[src/rtl/window_pos_ms.sv]
// Multi-scale window position tracker: queues scale-tagged window positions
// and pairs them in order with classifier results to emit detection beats.
module window_pos_ms #(
  parameter int IMG_WIDTH  = 45,
  parameter int IMG_HEIGHT = 45,
  parameter int SCALE_NUM  = 2,
  parameter int FIFO_DEPTH = 8,
  parameter int W_CNT      = 16,
  parameter int REPORT_ALL = 0,
  localparam int W_X = $clog2(IMG_WIDTH),
  localparam int W_Y = $clog2(IMG_HEIGHT),
  localparam int W_S = (SCALE_NUM > 2) ? $clog2(SCALE_NUM) : 1
) (
  input  logic             clk,
  input  logic             rst,
  input  logic             window_pos_valid,
  output logic             window_pos_ready,
  input  logic             window_pos_eot,
  input  logic [W_X-1:0]   window_pos_x,
  input  logic [W_Y-1:0]   window_pos_y,
  input  logic [W_S-1:0]   window_pos_scale,
  input  logic             result_valid,
  output logic             result_ready,
  input  logic             result,
  output logic             detect_pos_valid,
  input  logic             detect_pos_ready,
  output logic             detect_pos_eot,
  output logic             detect_pos_hit,
  output logic [W_X-1:0]   detect_pos_x,
  output logic [W_Y-1:0]   detect_pos_y,
  output logic [W_S-1:0]   detect_pos_scale,
  output logic [W_CNT-1:0] detect_count,
  output logic             scale_err
);

  localparam int W_E = 1 + W_S + W_Y + W_X;
  localparam int W_P = $clog2(FIFO_DEPTH);
  localparam int W_U = W_P + 1;
  localparam logic [W_U-1:0] DEPTH = W_U'(FIFO_DEPTH);
  localparam logic [W_S:0] S_LIM = (W_S + 1)'(SCALE_NUM);
  localparam logic RA = (REPORT_ALL != 0);

  typedef enum logic {RUN, DRAIN} state_t;

  state_t             state;
  logic [W_E-1:0]     mem [FIFO_DEPTH];
  logic [W_P-1:0]     wr_ptr;
  logic [W_P-1:0]     rd_ptr;
  logic [W_U-1:0]     used;
  logic [W_CNT-1:0]   hit_cnt;
  logic [W_CNT-1:0]   cnt_next;
  logic               full;
  logic               empty;
  logic               push;
  logic               pop;
  logic               out_free;
  logic               emit;
  logic               head_eot;
  logic [W_S-1:0]     head_scale;
  logic [W_Y-1:0]     head_y;
  logic [W_X-1:0]     head_x;

  assign full     = (used == DEPTH);
  assign empty    = (used == '0);
  assign out_free = !detect_pos_valid || detect_pos_ready;

  assign window_pos_ready = !full;
  assign result_ready     = (state == RUN) && !empty && out_free;

  assign push = window_pos_valid && !full;
  assign pop  = result_valid && result_ready;

  assign {head_eot, head_scale, head_y, head_x} = mem[rd_ptr];
  assign emit = result || head_eot || RA;

  // Saturating hit count including the result being accepted now
  always_comb begin
    cnt_next = hit_cnt;
    if (result && (hit_cnt != '1)) cnt_next = hit_cnt + W_CNT'(1);
  end

  // Pending-position storage, written on push
  always_ff @(posedge clk) begin
    if (push)
      mem[wr_ptr] <= {window_pos_eot, window_pos_scale,
                      window_pos_y, window_pos_x};
  end

  // FIFO pointers and occupancy
  always_ff @(posedge clk) begin
    if (rst) begin
      wr_ptr <= '0;
      rd_ptr <= '0;
      used   <= '0;
    end else begin
      if (push) wr_ptr <= wr_ptr + W_P'(1);
      if (pop)  rd_ptr <= rd_ptr + W_P'(1);
      unique case ({push, pop})
        2'b10:   used <= used + W_U'(1);
        2'b01:   used <= used - W_U'(1);
        default: used <= used;
      endcase
    end
  end

  // Sticky flag for out-of-range scale tags
  always_ff @(posedge clk) begin
    if (rst)
      scale_err <= 1'b0;
    else if (push && ({1'b0, window_pos_scale} >= S_LIM))
      scale_err <= 1'b1;
  end

  // Frame FSM, hit counter and registered detection beat
  always_ff @(posedge clk) begin
    if (rst) begin
      state            <= RUN;
      hit_cnt          <= '0;
      detect_pos_valid <= 1'b0;
      detect_pos_eot   <= 1'b0;
      detect_pos_hit   <= 1'b0;
      detect_pos_x     <= '0;
      detect_pos_y     <= '0;
      detect_pos_scale <= '0;
      detect_count     <= '0;
    end else begin
      if (pop) hit_cnt <= head_eot ? '0 : cnt_next;

      if (pop && emit) begin
        detect_pos_valid <= 1'b1;
        detect_pos_hit   <= result;
        detect_pos_eot   <= head_eot;
        detect_pos_x     <= head_x;
        detect_pos_y     <= head_y;
        detect_pos_scale <= head_scale;
        detect_count     <= head_eot ? cnt_next : '0;
      end else if (detect_pos_ready) begin
        detect_pos_valid <= 1'b0;
        detect_count     <= '0;
      end

      unique case (state)
        RUN:
          if (pop && head_eot) state <= DRAIN;
        DRAIN:
          if (detect_pos_valid && detect_pos_ready && detect_pos_eot)
            state <= RUN;
        default: state <= RUN;
      endcase
    end
  end

endmodule

[config.mk]
export PLATFORM = sky130hd
export DESIGN_NAME = window_pos_ms
export DESIGN_NICKNAME = d
export VERILOG_FILES = /design/src/rtl/window_pos_ms.sv
export SDC_FILE = /design/constraint.sdc
export NUM_CORES = 1
export LEC_CHECK = 0
export CORE_ASPECT_RATIO = 1.25
export CORE_UTILIZATION = 62
export CTS_CLUSTER_DIAMETER = 80
export DETAILED_ROUTE_END_ITERATION = 10
export PLACE_DENSITY = 0.84
export SYNTH_ARGS = -nofsm -noshare
export SYNTH_HDL_FRONTEND = slang
export SYNTH_SLANG_ARGS = --single-unit
[constraint.sdc]
create_clock -name clk -period 5.8 [get_ports clk]
set_input_delay 1.16 -clock clk [delete_from_list [all_inputs] [get_ports clk]]
set_output_delay 1.16 -clock clk [all_outputs]
set_load 0.03 [all_outputs]
==> results.md <==
* Vias in the first global route at 4234
* EDFF count, synth at roughly 110
* TNS Setup at 0 ps
* Synth Area per Inst at approximately 14 um^2
* Post-route clock period utilization at 0.671
* Die Y at 121 um
* Die footprint at 11800 um^2
* Post-DR vias/cell at ~6.4
* Top_reg_cell synth: edfxtp_1
* CTS Buffer Depth at 2
* Delay-heaviest family, CP: buffers and inverters
* Diodes inserted at 0
* Max incr delay on CP at 660 ps
* Min-Delay Path Class: register to register
* Overall Power at 0.00356 W
* Initial DRC Count at 260
* Skew-Pair Late Insertion Delay at approximately 430 ps
* Most used cell, CP: clkdlybuf4s50_1
* Worst r2r path cells at 6
* 1st-pass router iterations at 5
* Clock sink count at around 170
* Worst-Margin Slew at 1030 ps
* Max Cap Violations at 0
* Leading cell type in the layout, fill and taps excluded: edfxtp_1
* Crit start category: input port
* Max stage delay cell, worst path: clkdlybuf4s50_1
* Global-route usage over all layers at 0.255
* Initial core utilization at 0.637
* PD cells at around 430 nW/um^2
* Top achievable clock speed at about 260 MHz
* Crit path DAT at approximately 2700 ps
* Post-synthesis sequential area ratio at 0.653
* Vias after detailed routing at between 4000 and 5000
* Peak supply drop at ~0.00028 V
* Slew Viols, Final at 0
* Post-Syn Instances at just under 500
* Post-CTS setup buffers at 0
* Core ar. at ~11000 um^2
* RSZ-0062 raised after global routing: false
* Cts repair resizes at 0
* Reg-to-Reg End: detect_count[3]$_SDFFE_PP0P_
* Status: finished, final reports clean
* Most frequent cells in the layout: 112 x edfxtp_1, 61 x dfxtp_1, 52 x clkdlybuf4s50_1, 30 x nor2_1, 28 x mux4_2
* Layout Nets at 561
* P&R area growth vs syn at 17.3%
* Die X-Extent at about 97 um
* Yosys reg bits at between 150 and 200
* CP Capture Type: output port
* Worst Path Required at approximately 4600 ps
* Routability congestion estimate from global placement at 0.875
* Worst setup startpoint: detect_pos_ready
* Share of cells above drive strength 1 at 0.155
* Syn Nets at 513
* First-pass GRT wire length at between 20000 and 25000 um
* Yosys warnings at 0
* FFs w/ async S/R, synth at 0
* Final WL at 14300 um
* WL/cell at roughly 21 um
* TritonCTS clock tree: done
* Final setup viols at 0
* Slew headroom at 0.307
* CTS buffer count at 17
* Worst Path Max Fanout at 3
* Worst-path cell chain: clkdlybuf4s50_1 -> nand2b_1 -> and3_1 -> clkdlybuf4s50_1
* Leakage at around 2.6 nW
* # fillers at between 600 and 700
* Root Buffer: clkbuf_16
* Count of cell types in the netlist at 53
* IO Count at 55
* Rows at 43
* Number of antenna violations at the first check in global routing at 0
* Global route overflow at 0
* Final ANT Viol Nets at 0
* DP HPWL at about 8700 um
* H-tree depth at 4
* Post-Syn Area at approximately 7000 um^2
* Final Hold Vio Count at 0
* Crit path buf inv count at 2
* Worst path depth at 4
* Clk pin slew, worst setup/hold paths at 70 ps
* Critical Path Sink: result_ready
* DR DRC count at 0
* Tmin final at between 3000 and 4000 ps
* Largest net degree at the start of global routing at 53
* Count of input and output buffers at 53
* Setup Skew at 10.6 ps
* Hold Buf Count CTS at 0
* R2R setup slack at approximately 2400 ps
* Critical path type: input port to output port
==> registers in the layout, indices dropped and copies added, names as in the netlist, named ones only <==
signal            count
detect_count         16
detect_pos_eot        1
detect_pos_hit        1
detect_pos_scale      1
detect_pos_valid      1
detect_pos_x          6
detect_pos_y          6
hit_cnt              16
mem                 112
rd_ptr                3
state                 1
used                  4
wr_ptr                3
==> stage by stage <==
stage	instances	util	worst slack [ps]	instance area (um^2)	hold slack, ps
after CTS	683	0.747	1900	8280	467
after global routing	683	0.747	1780	8280	489
after floorplan	487	-	2450	7060	436
after detailed placement	651	0.696	1630	7710	449
final	683	0.747	1910	8280	465
after global placement	651	0.696	1730	7710	446
==> cells by family after synthesis <==
group / count (synthesis) / synth area share
mux: 45 / 0.115
simple gates: 116 / 0.0885
other cells: 1 / 0.000531
buf+inv: 37 / 0.0234
xor+xnor: 20 / 0.0248
flops: 174 / 0.653
compound gates: 88 / 0.0841
fa+ha+maj: 6 / 0.0106
==> per-layer routing <==
layer / GRT usage / up-vias / part of all wire
met1: 0.312 / 2175 / 0.39
met2: 0.433 / 179 / 0.53
li1: - / 1991 / -
met4: 0.122 / 0 / 0.023
met3: 0.0553 / 27 / 0.058
met5: 0 / - / 0
==> tightest hold or removal path, stage by stage (launching register included) <==
cell and delay [ps]:
dfxtp_1 310, nand2_1 50, a21oi_1 50
==> cell usage after synthesis, types with 3 or more instances <==
| library cell | number | area (um^2) |
|---|---|---|
| a211oi_1 | 16 | 120 |
| a21oi_1 | 22 | 110 |
| a22o_1 | 13 | 114 |
| a22oi_1 | 3 | 22.5 |
| a31oi_1 | 4 | 25.0 |
| and4_1 | 4 | 35.0 |
| buf_2 | 9 | 45.0 |
| clkbuf_1 | 19 | 71.3 |
| dfxtp_1 | 62 | 1240 |
| edfxtp_1 | 112 | 3360 |
| ha_1 | 6 | 75.1 |
| inv_1 | 4 | 15.0 |
| mux2i_1 | 15 | 150 |
| mux4_2 | 28 | 631 |
| nand2_1 | 20 | 75.1 |
| nand2b_1 | 6 | 37.5 |
| nand3_1 | 13 | 65.1 |
| nand4_1 | 7 | 43.8 |
| nor2_1 | 31 | 116 |
| nor3_1 | 5 | 25.0 |
| o21ai_0 | 13 | 65.1 |
| or3_1 | 7 | 43.8 |
| or4_1 | 6 | 45.0 |
| xnor2_1 | 11 | 96.3 |
| xor2_1 | 9 | 78.8 |
==> final cells by class <==
class	instances	area, um^2	area share
Clock buffer	17	425	0.0514
Sequential cell	174	4610	0.556
Multi-Input combinational cell	276	2330	0.281
Timing Repair Buffer	62	593	0.0716
Inverter	4	15.0	0.00181
Clock inverter	15	143	0.0172
Tap cell	135	169	0.0204
==> where the power goes <==
group / switching (W) / leakage [nW] / internal (W)
sequential: 0.000136 / 1.52 / 0.00145
clock: 0.000516 / 0.273 / 0.000572
combinational: 0.000489 / 0.846 / 0.000397
total: 0.00114 / 2.64 / 0.00241
==> worst min-delay path by stage <==
| stage | start | to | slack, ps | cells after the start |
|---|---|---|---|---|
| finish | detect_pos_hit$_SDFFE_PP0P_ | detect_pos_hit$_SDFFE_PP0P_ | 470 | 2 |
| global route | detect_pos_hit$_SDFFE_PP0P_ | detect_pos_hit$_SDFFE_PP0P_ | 490 | 2 |
| CTS | detect_count[1]$_SDFFE_PP0P_ | detect_count[1]$_SDFFE_PP0P_ | 470 | 1 |
| detailed placement | detect_count[1]$_SDFFE_PP0P_ | detect_count[1]$_SDFFE_PP0P_ | 450 | 1 |
| global placement | detect_count[1]$_SDFFE_PP0P_ | detect_count[1]$_SDFFE_PP0P_ | 450 | 1 |
| floorplan | state$_SDFF_PP0_ | state$_SDFF_PP0_ | 440 | 2 |
Note: power is estimated with default switching activity, not from simulation.
